File: src/rtl/core_pkg.sv
// Opcode constants and decode types shared by the pipelined core.
package core_pkg;

  localparam logic [6:0] OPCODE_LOAD   = 7'h03;
  localparam logic [6:0] OPCODE_OP_IMM = 7'h13;
  localparam logic [6:0] OPCODE_STORE  = 7'h23;
  localparam logic [6:0] OPCODE_OP     = 7'h33;
  localparam logic [6:0] OPCODE_LUI    = 7'h37;
  localparam logic [6:0] OPCODE_BRANCH = 7'h63;
  localparam logic [6:0] OPCODE_JALR   = 7'h67;
  localparam logic [6:0] OPCODE_JAL    = 7'h6F;
  localparam logic [6:0] OPCODE_SYSTEM = 7'h73;

  typedef struct packed {
    logic regWrite;
    logic memWrite;
    logic mem2reg;
    logic illegal;
  } ctrl_t;

  typedef enum logic [2:0] {
    IMM_NONE,
    IMM_I,
    IMM_S,
    IMM_B,
    IMM_U,
    IMM_J
  } imm_fmt_e;

endpackage

File: src/rtl/rf_bypass.sv
// Two-read, one-write register file: posedge write, x0 hardwired to zero,
// optional same-cycle write-to-read bypass.
module rf_bypass #(
  parameter int XLEN   = 32,
  parameter int NREGS  = 32,
  parameter int AW     = $clog2(NREGS),
  parameter bit BYPASS = 1'b1
) (
  input  logic            clk,
  input  logic            rst_n,
  input  logic            we_i,
  input  logic [AW-1:0]   waddr_i,
  input  logic [XLEN-1:0] wdata_i,
  input  logic [AW-1:0]   raddr1_i,
  input  logic [AW-1:0]   raddr2_i,
  output logic [XLEN-1:0] rdata1_o,
  output logic [XLEN-1:0] rdata2_o
);

  logic [XLEN-1:0] mem_q [NREGS];

  // NOTE: reset clears every entry so all registers read 0 out of reset; this
  // makes the array plain flops rather than something a RAM macro could absorb.
  always_ff @(posedge clk or negedge rst_n) begin
    if (!rst_n) begin
      for (int i = 0; i < NREGS; i++) mem_q[i] <= '0;
    end else if (we_i && waddr_i != '0) begin
      mem_q[waddr_i] <= wdata_i;
    end
  end

  assign rdata1_o = (raddr1_i == '0)                          ? '0      :
                    (BYPASS && we_i && raddr1_i == waddr_i)   ? wdata_i :
                                                                mem_q[raddr1_i];
  assign rdata2_o = (raddr2_i == '0)                          ? '0      :
                    (BYPASS && we_i && raddr2_i == waddr_i)   ? wdata_i :
                                                                mem_q[raddr2_i];

endmodule

File: src/rtl/decode_pipe.sv
// Decode stage: control/immediate decode, register read, load-use hazard
// detection and a stallable, flushable D->E pipeline register.
module decode_pipe
  import core_pkg::*;
#(
  parameter int XLEN   = 32,
  parameter int NREGS  = 32,
  parameter bit BYPASS = 1'b1
) (
  input  logic                     clk,
  input  logic                     reset,
  input  logic                     validD,
  output logic                     readyD,
  input  logic [XLEN-1:0]          pcD,
  input  logic [XLEN-1:0]          instrD,
  input  logic                     flush,
  input  logic                     regWriteW,
  input  logic [$clog2(NREGS)-1:0] rdW,
  input  logic [XLEN-1:0]          resultW,
  output logic                     validE,
  input  logic                     readyE,
  output logic [XLEN-1:0]          rdata1E,
  output logic [XLEN-1:0]          rdata2E,
  output logic [XLEN-1:0]          immE,
  output logic [XLEN-1:0]          pcE,
  output logic [$clog2(NREGS)-1:0] rs1E,
  output logic [$clog2(NREGS)-1:0] rs2E,
  output logic [$clog2(NREGS)-1:0] rdE,
  output logic                     regWriteE,
  output logic                     memWriteE,
  output logic                     mem2regE,
  output logic                     illegalE
);

  localparam int AW = $clog2(NREGS);

  typedef struct packed {
    logic            valid;
    logic [XLEN-1:0] pc;
    logic [XLEN-1:0] rdata1;
    logic [XLEN-1:0] rdata2;
    logic [XLEN-1:0] imm;
    logic [AW-1:0]   rs1;
    logic [AW-1:0]   rs2;
    logic [AW-1:0]   rd;
    ctrl_t           ctrl;
  } ereg_t;

  logic [6:0]      opcode;
  ctrl_t           ctrl;
  imm_fmt_e        imm_fmt;
  logic            uses_rs1, uses_rs2;
  logic [31:0]     imm32;
  logic [AW-1:0]   rs1, rs2, rd;
  logic [XLEN-1:0] rdata1, rdata2;
  logic            hazard;
  ereg_t           e_q, e_d;

  assign opcode = instrD[6:0];
  assign rs1    = instrD[15 +: AW];
  assign rs2    = instrD[20 +: AW];
  assign rd     = instrD[7 +: AW];

  // NOTE: every output of this block gets a default before the case, so no
  // opcode path can leave one unassigned and infer a latch.
  always_comb begin
    ctrl     = '0;
    imm_fmt  = IMM_NONE;
    uses_rs1 = 1'b1;
    uses_rs2 = 1'b0;
    case (opcode)
      OPCODE_LOAD:   begin ctrl.regWrite = 1'b1; ctrl.mem2reg = 1'b1; imm_fmt = IMM_I; end
      OPCODE_STORE:  begin ctrl.memWrite = 1'b1; imm_fmt = IMM_S; uses_rs2 = 1'b1; end
      OPCODE_OP:     begin ctrl.regWrite = 1'b1; uses_rs2 = 1'b1; end
      OPCODE_OP_IMM: begin ctrl.regWrite = 1'b1; imm_fmt = IMM_I; end
      OPCODE_LUI:    begin ctrl.regWrite = 1'b1; imm_fmt = IMM_U; uses_rs1 = 1'b0; end
      OPCODE_JAL:    begin ctrl.regWrite = 1'b1; imm_fmt = IMM_J; uses_rs1 = 1'b0; end
      OPCODE_JALR:   begin ctrl.regWrite = 1'b1; imm_fmt = IMM_I; end
      OPCODE_BRANCH: begin imm_fmt = IMM_B; uses_rs2 = 1'b1; end
      OPCODE_SYSTEM: begin imm_fmt = IMM_I; end
      default:       begin ctrl.illegal = 1'b1; uses_rs1 = 1'b0; end
    endcase
  end

  always_comb begin
    case (imm_fmt)
      IMM_I:   imm32 = {{20{instrD[31]}}, instrD[31:20]};
      IMM_S:   imm32 = {{20{instrD[31]}}, instrD[31:25], instrD[11:7]};
      IMM_B:   imm32 = {{19{instrD[31]}}, instrD[31], instrD[7], instrD[30:25], instrD[11:8], 1'b0};
      IMM_U:   imm32 = {instrD[31:12], 12'h000};
      IMM_J:   imm32 = {{11{instrD[31]}}, instrD[31], instrD[19:12], instrD[20], instrD[30:21], 1'b0};
      default: imm32 = '0;
    endcase
  end

  rf_bypass #(
    .XLEN   (XLEN),
    .NREGS  (NREGS),
    .AW     (AW),
    .BYPASS (BYPASS)
  ) u_rf (
    .clk      (clk),
    .rst_n    (reset),
    .we_i     (regWriteW),
    .waddr_i  (rdW),
    .wdata_i  (resultW),
    .raddr1_i (rs1),
    .raddr2_i (rs2),
    .rdata1_o (rdata1),
    .rdata2_o (rdata2)
  );

  // A load in E whose destination feeds D cannot be forwarded in time.
  assign hazard = validD && e_q.valid && e_q.ctrl.mem2reg && (e_q.rd != '0) &&
                  ((uses_rs1 && rs1 == e_q.rd) || (uses_rs2 && rs2 == e_q.rd));

  always_comb begin
    e_d    = e_q;
    readyD = 1'b1;
    if (flush) begin
      e_d = '0;
    end else if (e_q.valid && !readyE) begin
      readyD = 1'b0;
    end else if (hazard) begin
      e_d    = '0;
      readyD = 1'b0;
    end else if (validD) begin
      e_d.valid  = 1'b1;
      e_d.pc     = pcD;
      e_d.rdata1 = rdata1;
      e_d.rdata2 = rdata2;
      e_d.imm    = XLEN'($signed(imm32));
      e_d.rs1    = rs1;
      e_d.rs2    = rs2;
      e_d.rd     = rd;
      e_d.ctrl   = ctrl;
    end else begin
      e_d = '0;
    end
  end

  // NOTE: state is updated with non-blocking assignments so every flop samples
  // pre-edge values regardless of block ordering.
  always_ff @(posedge clk or negedge reset) begin
    if (!reset) e_q <= '0;
    else        e_q <= e_d;
  end

  assign validE    = e_q.valid;
  assign pcE       = e_q.pc;
  assign rdata1E   = e_q.rdata1;
  assign rdata2E   = e_q.rdata2;
  assign immE      = e_q.imm;
  assign rs1E      = e_q.rs1;
  assign rs2E      = e_q.rs2;
  assign rdE       = e_q.rd;
  assign regWriteE = e_q.ctrl.regWrite;
  assign memWriteE = e_q.ctrl.memWrite;
  assign mem2regE  = e_q.ctrl.mem2reg;
  assign illegalE  = e_q.ctrl.illegal;

endmodule

File: config.mk
export PLATFORM = sky130hd
export DESIGN_NAME = decode_pipe
export DESIGN_NICKNAME = d
export VERILOG_FILES = /design/src/rtl/core_pkg.sv /design/src/rtl/rf_bypass.sv /design/src/rtl/decode_pipe.sv
export SDC_FILE = /design/constraint.sdc
export NUM_CORES = 2
export LEC_CHECK = 0
export CAP_MARGIN = 20
export CORE_ASPECT_RATIO = 1.5
export CORE_UTILIZATION = 40
export CTS_CLUSTER_SIZE = 16
export DETAILED_ROUTE_END_ITERATION = 12
export SLEW_MARGIN = 15
export SYNTH_ARGS = -nofsm -noshare
export SYNTH_HDL_FRONTEND = slang
export SYNTH_SLANG_ARGS = --single-unit
export TNS_END_PERCENT = 1
File: constraint.sdc
create_clock -name clk -period 1.9 [get_ports clk]
set_input_delay 0.19 -clock clk [delete_from_list [all_inputs] [get_ports clk]]
set_output_delay 0.19 -clock clk [all_outputs]
set_load 0.01 [all_outputs]
Word level (Yosys, flattened, before mapping)
Cells that the tools add are included.

operators by class
  $lt $le $gt $ge = 4
  equality and inequality tests = 19
  multiplexer cells = 28
  bitwise logic cells = 3
  reduce and logical (&&, ||, !) cells = 22

operators by type and width
  operator                                                              count
  1024-bit bitwise mux                                                  1
  148-bit two-way mux                                                   4
  32-bit binary-select mux with 5-bit select                            2
  32-bit two-way mux                                                    9
  32-bit demux with 5-bit select                                        1
  32-bit one-hot mux with 5 select lines                                1
  7-bit == test, second input constant                                  4
  7-bit by 6-bit == test with 1-bit output, second input constant       3
  5-bit == test                                                         4
  6-bit greater-or-equal comparator, second input constant              3
  5-bit inverter with 6-bit output                                      3
  3-bit one-hot mux with 5 select lines                                 1
  1-bit logical AND                                                     11
  5-bit zero test                                                       2
  5-bit nonzero test                                                    2
  1-bit two-way mux                                                     9
  9-bit OR reduction                                                    1
  7-bit by 2-bit == test with 1-bit output, second input constant       1
  7-bit by 5-bit == test with 1-bit output, second input constant       1
  7-bit OR reduction                                                    1
  3-bit by 2-bit == test with 1-bit output, second input constant       2
  3-bit == test, second input constant                                  2
  6-bit by 1-bit < comparator with 1-bit output, second input constant  1
  6-bit OR reduction                                                    1
  6 further kinds                                                       6

storage, ports and cells
  logic and storage cells = 120
  register bits = 1172
  bits of input ports = 107
  output and inout bits = 149

Longest topological paths before layout
  depth after elaboration = 10
  mapped depth = 10
  mapped depth without buffers = 6

Modules after synthesis
Synthesis repeated with hierarchy kept, for this count alone.

unflattened totals
  cell total of the unflattened synthesis = 4311
  area, all modules = 61009.8 sq um

modules (own cells, without submodules)
  module       area each (sq um)  instances  cells each  seq. area each (sq um)
  rf_bypass    54826.3            1          3815        25624.6
  decode_pipe  6183.4             1          496         3703.6

Worst setup path before layout
No wires, ideal clock.

  kind = in2reg
  start = in instrD[21]
  end = reg e_q, in the netlist rdata2E[19]
  path slack = -0.135 ns
  arrival time = 1.909 ns
  buffers on the path = 4
  library setup time = 0.126 ns
  cell stages on the path = 8
  path through = buf_4 -> buf_6 -> buf_2 -> buf_2 -> mux4_2 -> a221oi_1 -> a21oi_1 -> a221o_1

between the ends
  cells in the longest elaborated chain, start to end = 10

ends and longest elaborated chain
  element                                                 line                RTL
  from (decl)                                             decode_pipe.sv:15   input logic [XLEN-1:0] instrD,
  5-bit inverter with 6-bit output (implied by the code)  rf_bypass.sv:37     mem_q[raddr2_i];
  32-bit binary-select mux with 5-bit select              rf_bypass.sv:37
  32-bit two-way mux (implied by the code) (2 in a row)   rf_bypass.sv:37
  32-bit two-way mux                                      rf_bypass.sv:36     (BYPASS && we_i && raddr2_i == waddr_i) ? wdata_i :
  32-bit two-way mux                                      rf_bypass.sv:35     assign rdata2_o = (raddr2_i == '0) ? '0 :
  148-bit two-way mux                                     decode_pipe.sv:127  end else if (validD) begin
  148-bit two-way mux *                                   decode_pipe.sv:124  end else if (hazard) begin
  148-bit two-way mux *                                   decode_pipe.sv:122  end else if (e_q.valid && !readyE) begin
  148-bit two-way mux *                                   decode_pipe.sv:120  if (flush) begin
  to (signal assigned)                                    decode_pipe.sv:145  if (!reset) e_q <= '0;
  to (signal assigned)                                    decode_pipe.sv:146  else e_q <= e_d;
  to (decl)                                               decode_pipe.sv:57   ereg_t e_q, e_d;

Every way passes the cells marked *; elsewhere a longest branch is shown, timed or not. The select of a mux whose other input is x is not followed.
A chain may end at the register's enable or synchronous reset.

Final worst setup path
  start = reg e_q, in the netlist rdE[1]
  end = out readyD

between the ends
  cells in the longest elaborated chain, start to end = 7

ends and longest elaborated chain
  element              line                RTL
  5-bit == test        decode_pipe.sv:115  ((uses_rs1 && rs1 == e_q.rd) || (uses_rs2 && rs2 == e_q.rd));
  1-bit logical AND    decode_pipe.sv:115
  1-bit logical OR     decode_pipe.sv:115
  1-bit logical AND *  decode_pipe.sv:114  assign hazard = validD && e_q.valid && e_q.ctrl.mem2reg && (e_q.rd != '0) &&
  1-bit two-way mux *  decode_pipe.sv:124
  1-bit two-way mux *  decode_pipe.sv:122
  1-bit two-way mux *  decode_pipe.sv:120
  to (decl)            decode_pipe.sv:13   output logic readyD,

Every way passes the cells marked *; elsewhere a longest branch is shown, timed or not.

==> results.md <==
* Status: complete, but fails checks
* Failing checks: negative setup slack
* Final setup TNS at -56,410 ps
* Vias at 43.16k
* Post-Synthesis Cells at 4,203
* Reg2reg start: rdE[2]
* H-tree lvl count at 3
* Cts bufs inserted at 113
* Net count reported at finish at 4,923
* WP data arrival at 2400 ps
* Die area at 152,000 µm²
* Crit path required time at 1710 ps
* DRC at 0
* Area delta synth->final at 24.39%
* Detailed-route wire length per cell at 33.06 µm
* Dpl ws at -1032 ps
* Pin count of the biggest net entering global routing at 100
* Final period utilization at 136.2%
* Critical path fanouts, max at 4
* First-pass GRT wire length at 328.1 mm
* CTS clk-pin slew, worst paths at 70 ps
* Max Cap Viol at 0
* Die height at 477.0 µm
* Ys Warns at 0
* Fin area at 74,830 µm²
* Share of cells above drive strength 1 at 48.63%
* Met1 Use GR at 37.89%
* Final Hold Fails at 0
* FF+latch area at 29,370 µm²
* Synth unique cells at 57
* Clock Path Buffers at 3
* Root buffer cell: clkbuf_16
* Slew @ Worst Pin at 1034 ps
* Initial DRC Count at 3,915
* Number of synthesized flops with an enable pin at 0
* Pwr dens at 951.5 nW/µm²
* Port bufs at 255
* Cell Area, Synth at 60,160 µm²
* RR Endpoint: rdata1E[3]
* Post-detailed-route count of antenna-violating nets at 0
* Hold crit path type: input port to register
* Final Setup Violations at 147
* Fmax achieved at 0.3863 GHz
* M2 GR Usage at 48.98%
* Die X at 318.7 µm
* TritonCTS clock tree: built
* Initial antenna violation count at 6
* Critical path class: register to primary output
* Boundary Pins at 256
* DRT Pass-1 Iters at 5
* Final WS setup at -688.5 ps
* Final Wtd Congestion at 0.9037
* Hold WS at 52.95 ps
* HP Start: pcD[0]
* WL final at 225.7 mm
* Core area at 148,700 µm²
* VDD IR max at 0.7509 mV
* Syn nets at 4,310
* Cell type with the highest aggregate area in the netlist: dfrtp_1
* Dpl cell area at 70,780 µm²
* Seq/Total Area, Yosys at 48.75%
* RSZ-0062 raised after global routing: true
* Area contributors post-synth: dfrtp_1, mux2_2, mux4_2, mux2i_1, clkbuf_1
* Pwr Total at 71.21 mW
* Initial Utilization at 40.46%
* Row count at 173
* Fin. max-slew vios at 0
* Yosys top cell area share at 48.75%
* Total Routing Usage GR at 29.68%
* Clock Latency Late Sink at 760 ps
* Cell total after placement at 6,607
* Clock sink count at 1,172
* Vias in the first global route at 44.79k
* GR Layer Usage met3 at 4.753%
* Ys flop type: dfrtp_1
* CP Launch Type: register
* Minimum clock period at 2589 ps
* FF-to-FF path depth at 9
* Vias/cell at 6.322
* Detailed Place HPWL at 156.5 mm
* Hold Path End: pcE[0]
* Layout Cells excl Fill at 6,827
* Hold Path Stages at 2
* Gr ovfl total at 0
* Average size of a mapped cell at 14.31 µm²
* Seq cells post-synth at 1,172
* Footprint of the multi-input gates at 29,030 µm²
* Leak pwr at 33.42 nW
* Fillers at 12.53k
* Relative slew slack at 30.91%
* Post-Route Utilization at 50.32%
* GRT busiest layer: met2
* Worst Setup End Kind: primary output
* R2r setup slk at -600 ps
* Worst Skew at 21.87 ps
* Asr flop ratio synth at 100.0%
## cell usage after synthesis, types with 57 or more instances
| library cell | count |
|---|---|
| dfrtp_1 | 1172 |
| mux4_2 | 366 |
| a22o_1 | 92 |
| buf_1 | 59 |
| a22oi_1 | 124 |
| nand2_1 | 57 |
| mux2_2 | 992 |
| clkbuf_1 | 252 |
| mux2i_1 | 292 |
| a21oi_1 | 124 |
| buf_2 | 108 |
| o221ai_1 | 92 |
## worst max-delay path: stages (launching register included)
cell and delay (ps):
dfrtp_1 460, xnor2_1 220, nand4_1 130, nor4_2 320, buf_4 180, o21ai_4 50, a21o_1 160, buf_6 130
## layout by cell type (no fill, tap or decap), types with 6 or more instances in the layout
cell / netlist / layout
buf_6: 21 / 12
dlygate4sd2_1: 0 / 105
mux4_2: 366 / 366
mux2_2: 992 / 992
clkinv_2: 0 / 18
clkdlybuf4s50_1: 0 / 130
o221ai_1: 92 / 92
nor2_1: 47 / 23
nor2_4: 1 / 25
clkbuf_8: 0 / 21
o22ai_1: 37 / 37
a211oi_1: 32 / 32
o21ai_1: 30 / 31
xor2_1: 12 / 11
a22o_1: 92 / 92
a32oi_1: 26 / 26
and2_1: 31 / 31
nand2_4: 0 / 7
clkbuf_16: 0 / 116
bufinv_16: 0 / 13
buf_4: 38 / 526
nand2_1: 57 / 40
buf_12: 0 / 184
dfrtp_1: 1172 / 1140
nand2_2: 0 / 10
nand3_1: 6 / 6
a221oi_1: 26 / 26
dfrtp_2: 0 / 32
and3_1: 12 / 12
mux2i_1: 292 / 292
a22oi_1: 124 / 124
a221o_1: 39 / 39
a21oi_1: 124 / 124
clkbuf_1: 252 / 23
o21ai_0: 24 / 21
## how the worst max path moves through the flow
stage | from | endpoint | slack, ps
after floorplan | instrD[21] | rdata2E[0] | -20
after global placement | instrD[2] | rdata2E[16] | -1020
after detailed placement | instrD[2] | rdata2E[12] | -1030
after CTS | rdE[0] | readyD | -730
after global routing | rdE[1] | readyD | -780
final | rdE[1] | readyD | -690
## final cells by class
type / count / area share [%]
antenna: 2 / 0.006688
clock buffer: 159 / 4.362
clock inverter: 40 / 0.7507
inverter: 3 / 0.01505
multi-input combinational: 2551 / 38.79
sequential: 1172 / 39.24
tap: 1925 / 3.219
timing repair buffer: 975 / 13.61
## cell families after synthesis
logic type | count (synthesis) | synth area share, %
mux | 1650 | 37.13
compound gates | 671 | 8.292
buf+inv | 481 | 3.725
flops | 1172 | 48.75
xor+xnor | 21 | 0.3057
simple gates | 208 | 1.801
## state kept, by name (all words and copies together), names as in the netlist
name and count:
pcE 32, rdata2E 32, validE 1, regWriteE 1, rs2E 5, u_rf.mem_q 1024
rdE 5, rs1E 5, mem2regE 1, illegalE 1, memWriteE 1, immE 32
rdata1E 32
## timing repair
item	in CTS	in global routing
resized for setup	171	17
setup endpoints to repair	256	155
hold buffers	5	0
pin swaps	75	21
hold endpoints to repair	856	0
gates cloned	1	0
buffers inserted	9	4
## per-layer routing
layer  vias to the layer above  share of wire (%)
met5                         -             0.0058
met4                         2                5.6
met3                       534                6.3
met2                      1868                 49
met1                     23260                 39
li1                      17500                  -
## report_power, final
group	internal (mW)	switching (mW)	leakage [nW]
Combinational	8.60	6.08	16.4
Sequential	29.2	3.27	15.1
Clock	13.7	10.4	1.88
Total	51.5	19.7	33.4
No activity file was read; power rests on OpenSTA's default activity.
